### src/rtl/dmux4way16_stream_if.sv
// Handshake bundle for the registered 1-to-4 word distributor: one producer
// stream in, four independently handshaked lanes out.
interface dmux4way16_stream_if #(
  parameter int WIDTH = 16,
  parameter int CNT_W = 8
);
  logic [WIDTH-1:0]   in_data;
  logic [1:0]         in_sel;
  logic               in_valid;
  logic               in_ready;
  logic [4*WIDTH-1:0] out_data;
  logic [3:0]         out_valid;
  logic [3:0]         out_ready;
  logic [4*CNT_W-1:0] out_cnt;

  modport master (
    output in_data, in_sel, in_valid, out_ready,
    input  in_ready, out_data, out_valid, out_cnt
  );

  modport slave (
    input  in_data, in_sel, in_valid, out_ready,
    output in_ready, out_data, out_valid, out_cnt
  );
endinterface

### src/rtl/dmux4way16_stream.sv
// Registered 1-to-4 word distributor: steers each accepted word into one of four
// one-word lane buffers; an empty lane reads all-zero, giving demux semantics.
module dmux4way16_stream #(
  parameter int WIDTH = 16,
  parameter int CNT_W = 8
) (
  input logic                clk,
  input logic                rst_n,
  dmux4way16_stream_if.slave bus
);

  logic [WIDTH-1:0] hold_p1 [4];
  logic [3:0]       vld_p1;
  logic [CNT_W-1:0] cnt_p1 [4];
  logic             ready;
  logic             accept;
  logic [3:0]       pop;

  // Ready looks only at the addressed lane, so a stalled lane never blocks others
  // and there is no in_valid -> in_ready path.
  assign ready  = ~vld_p1[bus.in_sel] | bus.out_ready[bus.in_sel];
  assign accept = bus.in_valid & ready;
  assign pop    = vld_p1 & bus.out_ready;

  // Stage p1: lane holding registers and delivered-word counters
  always_ff @(posedge clk or negedge rst_n) begin
    if (!rst_n) begin
      vld_p1 <= '0;
      for (int k = 0; k < 4; k++) begin
        hold_p1[k] <= '0;
        cnt_p1[k]  <= '0;
      end
    end else begin
      for (int k = 0; k < 4; k++) begin
        // Accept wins over pop: a popped lane is refilled in the same cycle.
        if (accept && (bus.in_sel == 2'(k))) begin
          hold_p1[k] <= bus.in_data;
          vld_p1[k]  <= 1'b1;
        end else if (pop[k]) begin
          hold_p1[k] <= '0;
          vld_p1[k]  <= 1'b0;
        end
        if (pop[k]) begin
          cnt_p1[k] <= cnt_p1[k] + CNT_W'(1);
        end
      end
    end
  end

  assign bus.in_ready  = ready;
  assign bus.out_valid = vld_p1;

  for (genvar g = 0; g < 4; g++) begin : g_lane
    assign bus.out_data[g*WIDTH +: WIDTH] = hold_p1[g];
    assign bus.out_cnt[g*CNT_W +: CNT_W]  = cnt_p1[g];
  end

endmodule

### src/flat_wrapper.sv
// flat-port wrapper written by rule: the top's interface ports become plain ports
module dmux4way16_stream_flat 
#(
  parameter int WIDTH = 16,
  parameter int CNT_W = 8
)
  (clk, rst_n, bus_in_data, bus_in_sel, bus_in_valid, bus_out_ready, bus_in_ready, bus_out_data, bus_out_valid, bus_out_cnt);
  dmux4way16_stream_if #(.WIDTH(WIDTH), .CNT_W(CNT_W)) bus_i ();
  input logic clk;
  input logic rst_n;
  input wire logic [$bits(bus_i.in_data)-1:0] bus_in_data;
  input wire logic [$bits(bus_i.in_sel)-1:0] bus_in_sel;
  input wire logic [$bits(bus_i.in_valid)-1:0] bus_in_valid;
  input wire logic [$bits(bus_i.out_ready)-1:0] bus_out_ready;
  output wire logic [$bits(bus_i.in_ready)-1:0] bus_in_ready;
  output wire logic [$bits(bus_i.out_data)-1:0] bus_out_data;
  output wire logic [$bits(bus_i.out_valid)-1:0] bus_out_valid;
  output wire logic [$bits(bus_i.out_cnt)-1:0] bus_out_cnt;
  assign bus_i.in_data = bus_in_data;
  assign bus_i.in_sel = bus_in_sel;
  assign bus_i.in_valid = bus_in_valid;
  assign bus_i.out_ready = bus_out_ready;
  assign bus_in_ready = bus_i.in_ready;
  assign bus_out_data = bus_i.out_data;
  assign bus_out_valid = bus_i.out_valid;
  assign bus_out_cnt = bus_i.out_cnt;
  dmux4way16_stream #(.WIDTH(WIDTH), .CNT_W(CNT_W)) u_core (.clk(clk), .rst_n(rst_n), .bus(bus_i));
endmodule
### config.mk
export PLATFORM = sky130hd
export DESIGN_NAME = dmux4way16_stream_flat
export DESIGN_NICKNAME = d
export VERILOG_FILES = /design/src/rtl/dmux4way16_stream_if.sv /design/src/rtl/dmux4way16_stream.sv /design/src/flat_wrapper.sv
export SDC_FILE = /design/constraint.sdc
export NUM_CORES = 1
export LEC_CHECK = 0
export ABC_AREA = 1
export BUFFER_PORTS_ARGS = -buffer_cell sky130_fd_sc_hd__clkbuf_2
export CAP_MARGIN = 15
export CORE_MARGIN = 5
export CORE_UTILIZATION = 35
export CTS_CLUSTER_DIAMETER = 50
export CTS_CLUSTER_SIZE = 12
export DETAILED_ROUTE_END_ITERATION = 8
export SYNTH_ARGS = -nofsm -noshare
export SYNTH_HDL_FRONTEND = slang
export SYNTH_SLANG_ARGS = --single-unit
### constraint.sdc
create_clock -name clk -period 1.35 [get_ports clk]
set_input_delay 0.0675 -clock clk [delete_from_list [all_inputs] [get_ports clk]]
set_output_delay 0.0675 -clock clk [all_outputs]
set_load 0.05 [all_outputs]
==> qor.yml, run 1 <==
outcome:
  status: "finished, violations left"
  violations: "setup timing"
clock_tree:
  clockBufferDepth: 2
  clkSlewWorstSetupHoldPaths_ns: 0.08
  clock_latency_ns: 0.35
  numCtsBuffers: 9
  cts.sinks: 100
  cts_root_buffer: "clkbuf_16"
  htree_levels: 3
  cts_tree: "done"
timing:
  slew_violations: 0
  finalCritPeriodShare_pct: 105
  layout_setup_ws_ns: -0.0737
  hold_viol: 0
  setup_viol: 44
  rsz0062_at_grt: "yes"
  slew_headroom_pct: 55.4
  fmax_mhz: 702
  max_slew.worst_pin.slew_ns: 0.668
  final.min_clock_period_ns: 1.42
  fin_skew_ns: 0.00768
floorplan:
  rows: 41
  die_x_microns: 124
  initial_utilization_pct: 35.8
  coreArea_sq_um: 12700
  die-area_sq_um: 15300
  ios: 126
  die_y_microns: 124
drt:
  wire_per_inst_microns: 17.9
  drtAntennaViolNets: 0
  wl_mm: 14.1
  routed_via_density: 5.19
  drc: 0
  first_iter_violations: 449
  vias: 4077
  firstDrtPassIters: 5
run:
  cap_violations: 0
placed_design:
  io_buffers: 125
  placed_cell_area_sq_um: 5510
  placed_cells: 756
  hpwl_mm: 9.85
  gp_congestion: 0.906
cells_and_area:
  layout-drive-gt1-share_pct: 39.6
  design_area_sq_um: 6090
  stdcell_count: 786
  diodes: 0
  area_delta_synth_final_pct: 34.3
  finalNetCount: 638
worst_setup_path:
  path_class: "flip-flop to primary output"
  required_ns: 1.28
  regToRegEndpoint: "u_core.bus.out_data[50]"
  cp_cell_sequence: "nand2_2, nand2_1, nand2_1, nand2_2, nand2_8, buf_12, clkbuf_16"
  critPathLaunch: "u_core.bus.out_valid[1]"
  cpLargestDelayFamily: "flip-flops"
  rr_worst_depth: 9
  crit_path_max_incr_delay_ns: 0.41
  critPathBufInv: 2
  crit_path_top_delay_cell: "dfrtp_2"
  critPathArrivalTime_ns: 1.36
  start_kind: "flip-flop"
  critPathMaxFanout: 3
  endpoint_kind: "primary output"
  rrSetupSlack_ns: -0.05
  worstReg2RegStart: "u_core.bus.out_valid[1]"
worst_hold_path:
  hold_path_depth: 3
  hold_start: "bus_in_data[9]"
  min_to: "u_core.bus.out_data[25]"
  hold_class: "primary input to flip-flop"
global_routing:
  grt_pass1_wl_mm: 21.4
  antenna_found_initial: 0
  grt_max_degree: 29
  grt-ovfl-total: 0
  gr-usage-all-layers_pct: 18.6
  grt_pass1_vias: 3931
yosys:
  syn_inst: 467
  syn_nets: 496
  ys_types: 26
  netlist_top_cells_area: "dfrtp_1 (55%), nand2_1 (9.8%), nand4_1 (9.4%)"
  synth_area_leader_cell: "dfrtp_1"
  syn_area_sq_um: 4540
  ys_ff_latch: 100
  yosys_warnings: 0
  synth_top_cell_area_share_pct: 55.2
  synth_seq_area_share_pct: 55.2
  syn_area_per_cell_sq_um: 9.71
power:
  share_comb_of_total_power_pct: 45.5
  p_switching_mw: 6.37
  power_frac_seq_pct: 34.0
  p_leak_nw: 3.23
  swShare_pct: 48.5
  internal_power_mw: 6.76
  ir_drop_v: 0.00103
  power.clock.fraction_pct: 20.5
  cellPowerDensity_nw_per_um2: 2160
==> cells by family (layout without fill, tap and decap cells) <==
family                   count (synthesis)  after routing  synth area share (%)
XOR/XNOR                                28             28                  5.41
adder cells (fa/ha/maj)                  4              4                  1.10
buffers and inverters                   53            194                  6.62
flip-flops                             100            100                  55.2
AND/OR/NAND/NOR                        282            288                  31.7
==> power by group through the flow <==
stage / Clock [mW] / Combinational [mW] / Sequential, mW
5_1_grt: 2.87 / 6.38 / 4.59
2_1_floorplan: 0 / 1.54 / 7.12
3_5_place_dp: 0 / 5.69 / 4.53
3_3_place_gp: 0 / 5.64 / 4.49
4_1_cts: 2.75 / 5.90 / 4.47
6_report: 2.69 / 5.98 / 4.47
==> tightest hold or removal path: cells and delay by family <==
family / cells / cell delay [ns]
buffers and inverters: 1 / 0.14
and+or+nand+nor: 2 / 0.15
==> area by class of cell <==
class | instances | area, sq um
Inverter | 20 | 77.6
Fill cell | 1241 | 6580
Clock inverter | 7 | 81.3
Sequential cell | 100 | 2520
Clock buffer | 9 | 225
Tap cell | 172 | 215
Multi-Input combinational cell | 320 | 1970
Timing Repair Buffer | 158 | 993
==> layout by cell type (no fill, tap or decap), types with 6 or more instances in the layout <==
cell type  Yosys  routed
buf_12         0       6
buf_4          2      27
clkbuf_16      0      11
clkbuf_2       0     121
dfrtp_1      100      82
dfrtp_2        0      18
inv_1         17      16
nand2_1      118     111
nand2_2        4      10
nand3_1       71      58
nand3_2        1      15
nand3_4        4       9
nand4_1       68      68
xnor2_1       12      12
xor2_1        16      16
==> sequential cells by signal, summed over array words and instances, names as in the netlist <==
| name | cells |
|---|---|
| u_core.bus.out_data | 64 |
| u_core.bus.out_valid | 4 |
| u_core.bus.out_cnt | 32 |
==> synth_stat cells, drive strengths merged <==
cell / instances
clkbuf: 9
xnor2: 12
dfrtp: 100
clkinv: 1
nor3: 4
ha: 4
inv: 19
nor2: 11
nand3: 76
nand4: 68
nand2: 123
xor2: 16
buf: 24
==> worst max path at each step <==
stage / slack [ns] / to / cells past startpoint
after detailed placement: -0.04 / u_core.bus.out_data[44] / 8
final: -0.07 / bus_in_ready / 7
after CTS: -0.09 / bus_in_ready / 7
after global routing: -0.16 / bus_in_ready / 7
after global placement: 0.009 / u_core.bus.out_data[44] / 8
after floorplan: -0.05 / u_core.bus.out_data[48] / 9
==> per-stage QoR <==
| stage | util [%] | TNS (ns) | hold slack, ns | power (mW) | setup slack, ns |
|---|---|---|---|---|---|
| after floorplan | - | -2.81 | -0.228 | 8.65 | -0.0525 |
| after global placement | 43.5 | 0 | 0.0288 | 10.1 | 0.00900 |
| after detailed placement | 43.5 | -0.207 | 0.0251 | 10.2 | -0.0437 |
| after CTS | 47.2 | -2.83 | 0.0339 | 13.1 | -0.0929 |
| after global routing | 48.1 | -7.83 | 0.0419 | 13.8 | -0.157 |
| final | 48.1 | -1.16 | 0.0465 | 13.1 | -0.0737 |
==> metal layers <==
metal | up-vias | track usage [%] | wire length [microns] | share of wire (%)
li1 | 1890 | - | - | -
met1 | 1986 | 26.2 | 6030 | 43
met2 | 185 | 28.8 | 6540 | 46
met3 | 16 | 3.72 | 1300 | 9.2
met4 | 0 | 6.16 | 196 | 1.4
met5 | - | 0 | 0 | 0
==> repair_timing <==
action,CTS,global route
resized for setup,9,24
cloned,5,2
setup buffers,6,0
hold buffers,1,0
endpoints found under the setup margin,22,78
hold endpoints to repair,77,0
pin swaps,5,12
Note: power is estimated with default switching activity, not from simulation.
==> run 2, diff against run 1 <==
--- a/config.mk
+++ b/config.mk
@@ -13,6 +13,7 @@
 export CTS_CLUSTER_DIAMETER = 50
 export CTS_CLUSTER_SIZE = 12
 export DETAILED_ROUTE_END_ITERATION = 8
+export REMOVE_ABC_BUFFERS = 1
 export SYNTH_ARGS = -nofsm -noshare
 export SYNTH_HDL_FRONTEND = slang
 export SYNTH_SLANG_ARGS = --single-unit
==> run 2 against run 1 <==
The flow still finishes with violations (setup timing). Via count increased by 1.7%. Sequential share of layout area decreased by 2.3 points. Cell count increased by 1.0%. Total power increased by 0.72%. Clock-buffer cell count increased by 1. Combinational power increased by 4.5%. Hold slack got worse by 0.044 ns. Global-route usage increased by 0.81 points. Utilization increased by 2.3 points. Clock skew increased by 0.0024 ns. Final area increased by 4.8%. Setup slack got worse by 0.083 ns. Critical path type is now flip-flop to flip-flop. Critical endpoint is now u_core.bus.out_data[31]. Highest routed layer unchanged.
==> qor.yml, run 2 (synthesis gave the netlist of run 1 again) <==
run:
  cap_violations: 0  # unchanged
drt:
  first_iter_violations: 198  # -56%
  vias: 4146  # +1.7%
  firstDrtPassIters: 4  # -1
  wire_per_inst_microns: 18.9  # +5.3%
  drtAntennaViolNets: 0  # unchanged
  drc: 0  # unchanged
  wl_mm: 15.0  # +6.4%
  routed_via_density: 5.22  # +0.67%
placed_design:
  io_buffers: 125  # unchanged
  hpwl_mm: 9.43  # -4.3%
  gp_congestion: 0.796  # -12%
  placed_cells: 755  # -0.13%
global_routing:
  grt_pass1_wl_mm: 22.7  # +5.8%
  grt_max_degree: 45  # +55%
  gr-usage-all-layers_pct: 19.4  # +0.81 points
  grt_pass1_vias: 4095  # +4.2%
  antenna_found_initial: 0  # unchanged
  grt-ovfl-total: 0  # unchanged
floorplan:
  die-area_sq_um: 15300  # unchanged
  ios: 126  # unchanged
  coreArea_sq_um: 12700  # unchanged
  initial_utilization_pct: 35.8  # unchanged
  die_y_microns: 124  # unchanged
  rows: 41  # unchanged
  die_x_microns: 124  # unchanged
worst_setup_path:
  critPathArrivalTime_ns: 1.74  # +0.38 ns
  crit_end: "u_core.bus.out_data[31]"
  rrSetupSlack_ns: -0.16  # -0.11 ns
  rr_worst_depth: 10  # +1
  endpoint_kind: "flip-flop"
  path_class: "flip-flop to flip-flop"
  regToRegEndpoint: "u_core.bus.out_data[31]"
  required_ns: 1.59  # +0.31 ns
  cp_cell_sequence: "nand2_1, nand2_1, nand2_1, nand2_2, nand2_8, buf_12, nand3_4, buf_12, nand3_2, nand2_1"
  critPathMaxFanout: 8  # +5
  crit_path_top_delay_cell: "dfrtp_1"
  critPathLaunch: "u_core.bus.out_valid[3]"
  worstReg2RegStart: "u_core.bus.out_valid[3]"
  crit_top_cell: "nand2_1"
  start_kind: "flip-flop"
  crit_path_max_incr_delay_ns: 0.38  # -0.03 ns
timing:
  slew_headroom_pct: 50.2  # -5.3 points
  fin_skew_ns: 0.0100  # +0.00236 ns
  setup_viol: 68  # +55%
  finalCritPeriodShare_pct: 112  # +6.1 points
  max_slew.worst_pin.slew_ns: 0.748  # +0.0792 ns
  rsz0062_at_grt: "yes"
  fmax_mhz: 664  # -5.5%
  layout_setup_ws_ns: -0.156  # -0.0826 ns
  slew_violations: 0  # unchanged
  hold_viol: 0  # unchanged
  final.min_clock_period_ns: 1.51  # +0.0826 ns
clock_tree:
  numCtsBuffers: 9  # unchanged
  clock_latency_ns: 0.35  # about the same
  htree_levels: 3  # unchanged
  cts.sinks: 100  # unchanged
  clockBufferDepth: 2  # unchanged
  cts_tree: "done"
  clkSlewWorstSetupHoldPaths_ns: 0.07  # about the same
  cts_root_buffer: "clkbuf_16"
outcome:
  violations: "setup timing"
  status: "finished, violations left"
cells_and_area:
  most-common-layout-cells: "clkbuf_2 (123), nand2_1 (106), dfrtp_1 (100)"
  stdcell_count: 794  # +1.0%
  fill_cells: 1192  # -3.9%
  largest_reg_flops: 64  # unchanged
  final_core_util_pct: 50.4  # +2.3 points
  layout-drive-gt1-share_pct: 44.9  # +5.3 points
  area_delta_synth_final_pct: 40.7
  mostFrequentLayoutCell: "clkbuf_2"
  diodes: 0  # unchanged
  finalNetCount: 646  # +1.3%
power:
  cellPowerDensity_nw_per_um2: 2070  # -3.9%
  ir_drop_v: 0.000732  # -29%
  p_leak_nw: 3.34  # +3.6%
worst_hold_path:
  hold_class: "primary input to flip-flop"
run 2: layout make-up:
cell class                 instances  area [sq um]  share of cell area, %
clock inverter                     6          40.0                  0.627
clock buffer                      10           239                   3.74
timing repair buffer             167          1140                   17.8
inverter                          20          77.6                   1.22
tap                              172           215                   3.37
sequential                       100          2500                   39.2
multi-input combinational        319          2170                   34.0
run 2: worst min path at each step:
stage	from	to	slack [ns]	depth (start not counted)
after global routing	bus_in_data[9]	u_core.bus.out_data[9]	0.01	3
after floorplan	rst_n	u_core.bus.out_cnt[0]	-0.23	0
after detailed placement	rst_n	u_core.bus.out_cnt[19]	0.05	1
after CTS	bus_in_data[3]	u_core.bus.out_data[19]	0.001	3
after global placement	rst_n	u_core.bus.out_cnt[20]	0.05	1
final	bus_in_data[3]	u_core.bus.out_data[19]	0.003	3
run 2: where the power goes:
part           internal [mW]  total [mW]  leakage [nW]  switching, mW
Combinational           1.61        6.25          1.91           4.63
Clock                   1.30        2.50         0.127           1.20
Sequential              3.76        4.48          1.31          0.720
run 2: timing repair:
| action | in CTS | in global routing |
|---|---|---|
| pin swaps | 17 | 12 |
| buffers inserted | 11 | 3 |
| hold endpoints to repair | 30 | 0 |
| gates resized for setup | 37 | 58 |
| endpoints found under the setup margin | 65 | 83 |
| cloned | 7 | 2 |
| hold buffers | 2 | 0 |
run 2: through the flow:
step / setup TNS [ns] / hold WS (ns) / total power, mW / setup WS, ns / cell area [sq um]
after detailed placement: -1.84 / 0.0494 / 10.1 / -0.0527 / 5400
after global placement: -0.126 / 0.0488 / 9.95 / -0.0136 / 5400
after global routing: -11.88 / 0.0147 / 13.8 / -0.243 / 6380
after CTS: -2.52 / 0.00103 / 13.0 / -0.0917 / 6110
final: -6.66 / 0.00278 / 13.2 / -0.156 / 6380
after floorplan: -35.04 / -0.228 / 8.29 / -0.583 / 4310
run 2: metal layers:
| layer | GRT usage [%] | routed length, microns |
|---|---|---|
| met5 | 0 | 0 |
| met4 | 8.10 | 320 |
| met3 | 4.09 | 1130 |
| met2 | 30.3 | 7100 |
| met1 | 26.3 | 6420 |
run 2: critical path: cells and delay by family (launching register included):
family / cells / cell delay, ns
buf+inv: 2 / 0.35
flops: 1 / 0.38
simple gates: 8 / 0.66
==> run 3, diff against run 2 <==
==> constraint.sdc (replaced) <==
create_clock -name clk -period 1.35 [get_ports clk]
set_input_delay 0.135 -clock clk [delete_from_list [all_inputs] [get_ports clk]]
set_output_delay 0.135 -clock clk [all_outputs]
set_load 0.05 [all_outputs]
==> run 3 against run 2 <==
The run still ends with setup timing left. Clock power rose by 22%. Critical endpoint is now bus_in_ready. Final area is 4.1% lower. Utilization is 2.0 points lower. Total power grew 1.9%. Sequential power decreased by 2%. Clock skew is 0.0017 ns lower.
==> qor.yml, run 3 (synthesis gave the netlist of run 1 again) <==
outcome:
  status: "finished, violations left"
  violations: "setup timing"
worst_hold_path:
  hold_class: "primary input to flip-flop"
power:
  power_frac_seq_pct: 32.8  # -1.1 points
  design_power_total_mw: 13.5  # +1.9%
  cellPowerDensity_nw_per_um2: 2200  # +6.2%
  share_comb_of_total_power_pct: 44.6  # -2.6 points
  internal_power_mw: 7.17  # +7.5%
  swShare_pct: 46.8  # -2.8 points
  p_switching_mw: 6.30  # -3.8%
  p_leak_nw: 3.31  # -1.0%
  power.clock.fraction_pct: 22.7  # +3.8 points
  ir_drop_v: 0.000894  # +22%
drt:
  wire_per_inst_microns: 17.9  # -5.3%
  wl_mm: 14.2  # -5.3%
  drtAntennaViolNets: 0  # unchanged
  firstDrtPassIters: 4  # unchanged
  vias: 4013  # -3.2%
  drc: 0  # unchanged
  routed_via_density: 5.05  # -3.2%
  first_iter_violations: 247  # +25%
placed_design:
  io_buffers: 125  # unchanged
  pre_cts_ws_ns: -0.0990  # -0.0463 ns
  gp_congestion: 0.800  # +0.50%
  hpwl_mm: 9.45  # +0.18%
  placed_cells: 760  # +0.66%
  placed_cell_area_sq_um: 5450  # +0.93%
clock_tree:
  cts.sinks: 100  # unchanged
  cts_tree: "done"
  clock_latency_ns: 0.35  # about the same
  numCtsBuffers: 9  # unchanged
  clkSlewWorstSetupHoldPaths_ns: 0.07  # about the same
  clockBufferDepth: 2  # unchanged
  cts_root_buffer: "clkbuf_16"
  htree_levels: 3  # unchanged
timing:
  hold_viol: 0  # unchanged
  final.min_clock_period_ns: 1.47  # -0.0365 ns
  slew_headroom_pct: 49.3  # -0.88 points
  layout_setup_ws_ns: -0.120  # +0.0365 ns
  fmax_mhz: 680  # +2.5%
  fin_skew_ns: 0.00834  # -0.00170 ns
  rsz0062_at_grt: "yes"
  max_slew.worst_pin.slew_ns: 0.761  # +0.0132 ns
  finalCritPeriodShare_pct: 109  # -2.7 points
  slew_violations: 0  # unchanged
  setup_viol: 61  # -10%
cells_and_area:
  layout-drive-gt1-share_pct: 35.5  # -9.3 points
  mostFrequentLayoutCell: "clkbuf_2"
  fill_cells: 1210  # +1.5%
  area_delta_synth_final_pct: 35.0
  seqCellArea_sq_um: 2500  # unchanged
  diodes: 0  # unchanged
  most-common-layout-cells: "clkbuf_2 (120), nand2_1 (111), dfrtp_1 (100)"
  finalNetCount: 646  # unchanged
  design_area_sq_um: 6120  # -4.1%
  largest_reg_flops: 64  # unchanged
  stdcell_count: 794  # unchanged
  multi_input_comb_area_sq_um: 1940  # -11%
floorplan:
  rows: 41  # unchanged
  die_y_microns: 124  # unchanged
  initial_utilization_pct: 35.8  # unchanged
  ios: 126  # unchanged
  die_x_microns: 124  # unchanged
  coreArea_sq_um: 12700  # unchanged
  die-area_sq_um: 15300  # unchanged
global_routing:
  grt-ovfl-total: 0  # unchanged
  grt_max_degree: 43  # -4.4%
  grt_pass1_vias: 3991  # -2.5%
  gr-usage-all-layers_pct: 18.5  # -0.95 points
  grt_pass1_wl_mm: 21.5  # -5.3%
  antenna_found_initial: 0  # unchanged
worst_setup_path:
  path_class: "flip-flop to primary output"
  rrSetupSlack_ns: -0.10  # +0.06 ns
  critPathMaxFanout: 4  # -4
  required_ns: 1.22  # -0.37 ns
  start_kind: "flip-flop"
  regToRegEndpoint: "u_core.bus.out_valid[0]"
  rr_worst_depth: 9  # -1
  worstReg2RegStart: "u_core.bus.out_valid[3]"
  crit_end: "bus_in_ready"
  endpoint_kind: "primary output"
  critPathArrivalTime_ns: 1.33  # -0.41 ns
  critPathLaunch: "u_core.bus.out_valid[3]"
run:
  cap_violations: 0  # unchanged
==> run 3: changes by cell type in the layout (fill, tap and decap cells not counted), moves of 3 or more <==
cell | previous run | this run
buf_12 | 9 | 6
bufinv_16 | 0 | 3
nand2_1 | 106 | 111
nand2_2 | 16 | 10
buf_4 | 26 | 34
clkbuf_2 | 123 | 120
nand3_2 | 59 | 4
clkinvlp_4 | 4 | 0
nor3_2 | 3 | 0
nand3_1 | 13 | 68
==> run 3: power by group through the flow <==
stage,Clock (mW),Sequential (mW),Combinational (mW)
after floorplan,0,7.04,1.25
after global placement,0,4.43,5.55
after detailed placement,0,4.46,5.63
after CTS,3.12,4.39,5.87
after global routing,3.22,4.51,6.42
final,3.05,4.41,6.01
==> run 3: worst min path at each step <==
stage	from	to	slack, ns	cells after the start
finish	bus_in_data[5]	u_core.bus.out_data[37]	0.07	3
CTS	bus_in_data[8]	u_core.bus.out_data[40]	0.06	3
detailed placement	rst_n	u_core.bus.out_cnt[19]	0.03	1
floorplan	rst_n	u_core.bus.out_cnt[0]	-0.16	0
global placement	rst_n	u_core.bus.out_cnt[20]	0.03	1
global route	bus_in_data[8]	u_core.bus.out_data[40]	0.08	3
==> run 3: critical path, cell delays in order, from the launching register on <==
cell and delay, ns:
dfrtp_1 0.36, nand2_1 0.06, nand2_1 0.07, nand2_1 0.06, nand2_2 0.10, nand2_8 0.07
buf_12 0.13, buf_12 0.13
==> run 3: layer usage <==
| metal | wire length, microns | vias to the layer above | GRT usage [%] |
|---|---|---|---|
| li1 | - | 1908 | - |
| met1 | 6350 | 1949 | 25.5 |
| met2 | 6600 | 140 | 29.1 |
| met3 | 992 | 16 | 3.41 |
| met4 | 231 | 0 | 6.78 |
| met5 | 0 | - | 0 |
==> run 3: area by class of cell <==
type                       instances  area share [%]
multi-input combinational        321            31.7
tap                              172            3.51
clock buffer                      12            4.19
inverter                          20            1.27
timing repair buffer             165            16.9
sequential                       100            40.9
clock inverter                     4            1.55
==> run 3: stage by stage <==
step                      hold WS (ns)  setup TNS (ns)  util, %
after detailed placement        0.0327           -3.65     43.0
after floorplan                 -0.161          -35.04        -
after global routing            0.0816           -10.0     48.3
after global placement          0.0307           -2.74     43.0
final                           0.0745           -3.60     48.3
after CTS                       0.0592           -4.63     47.1
==> run 3: repair_timing <==
item | CTS | global route
endpoints found under the setup margin | 65 | 82
cloned | 3 | 4
resized for setup | 12 | 27
hold buffers | 1 | 0
buffers inserted | 9 | 2
pin swaps | 4 | 5
hold endpoints to repair | 59 | 0
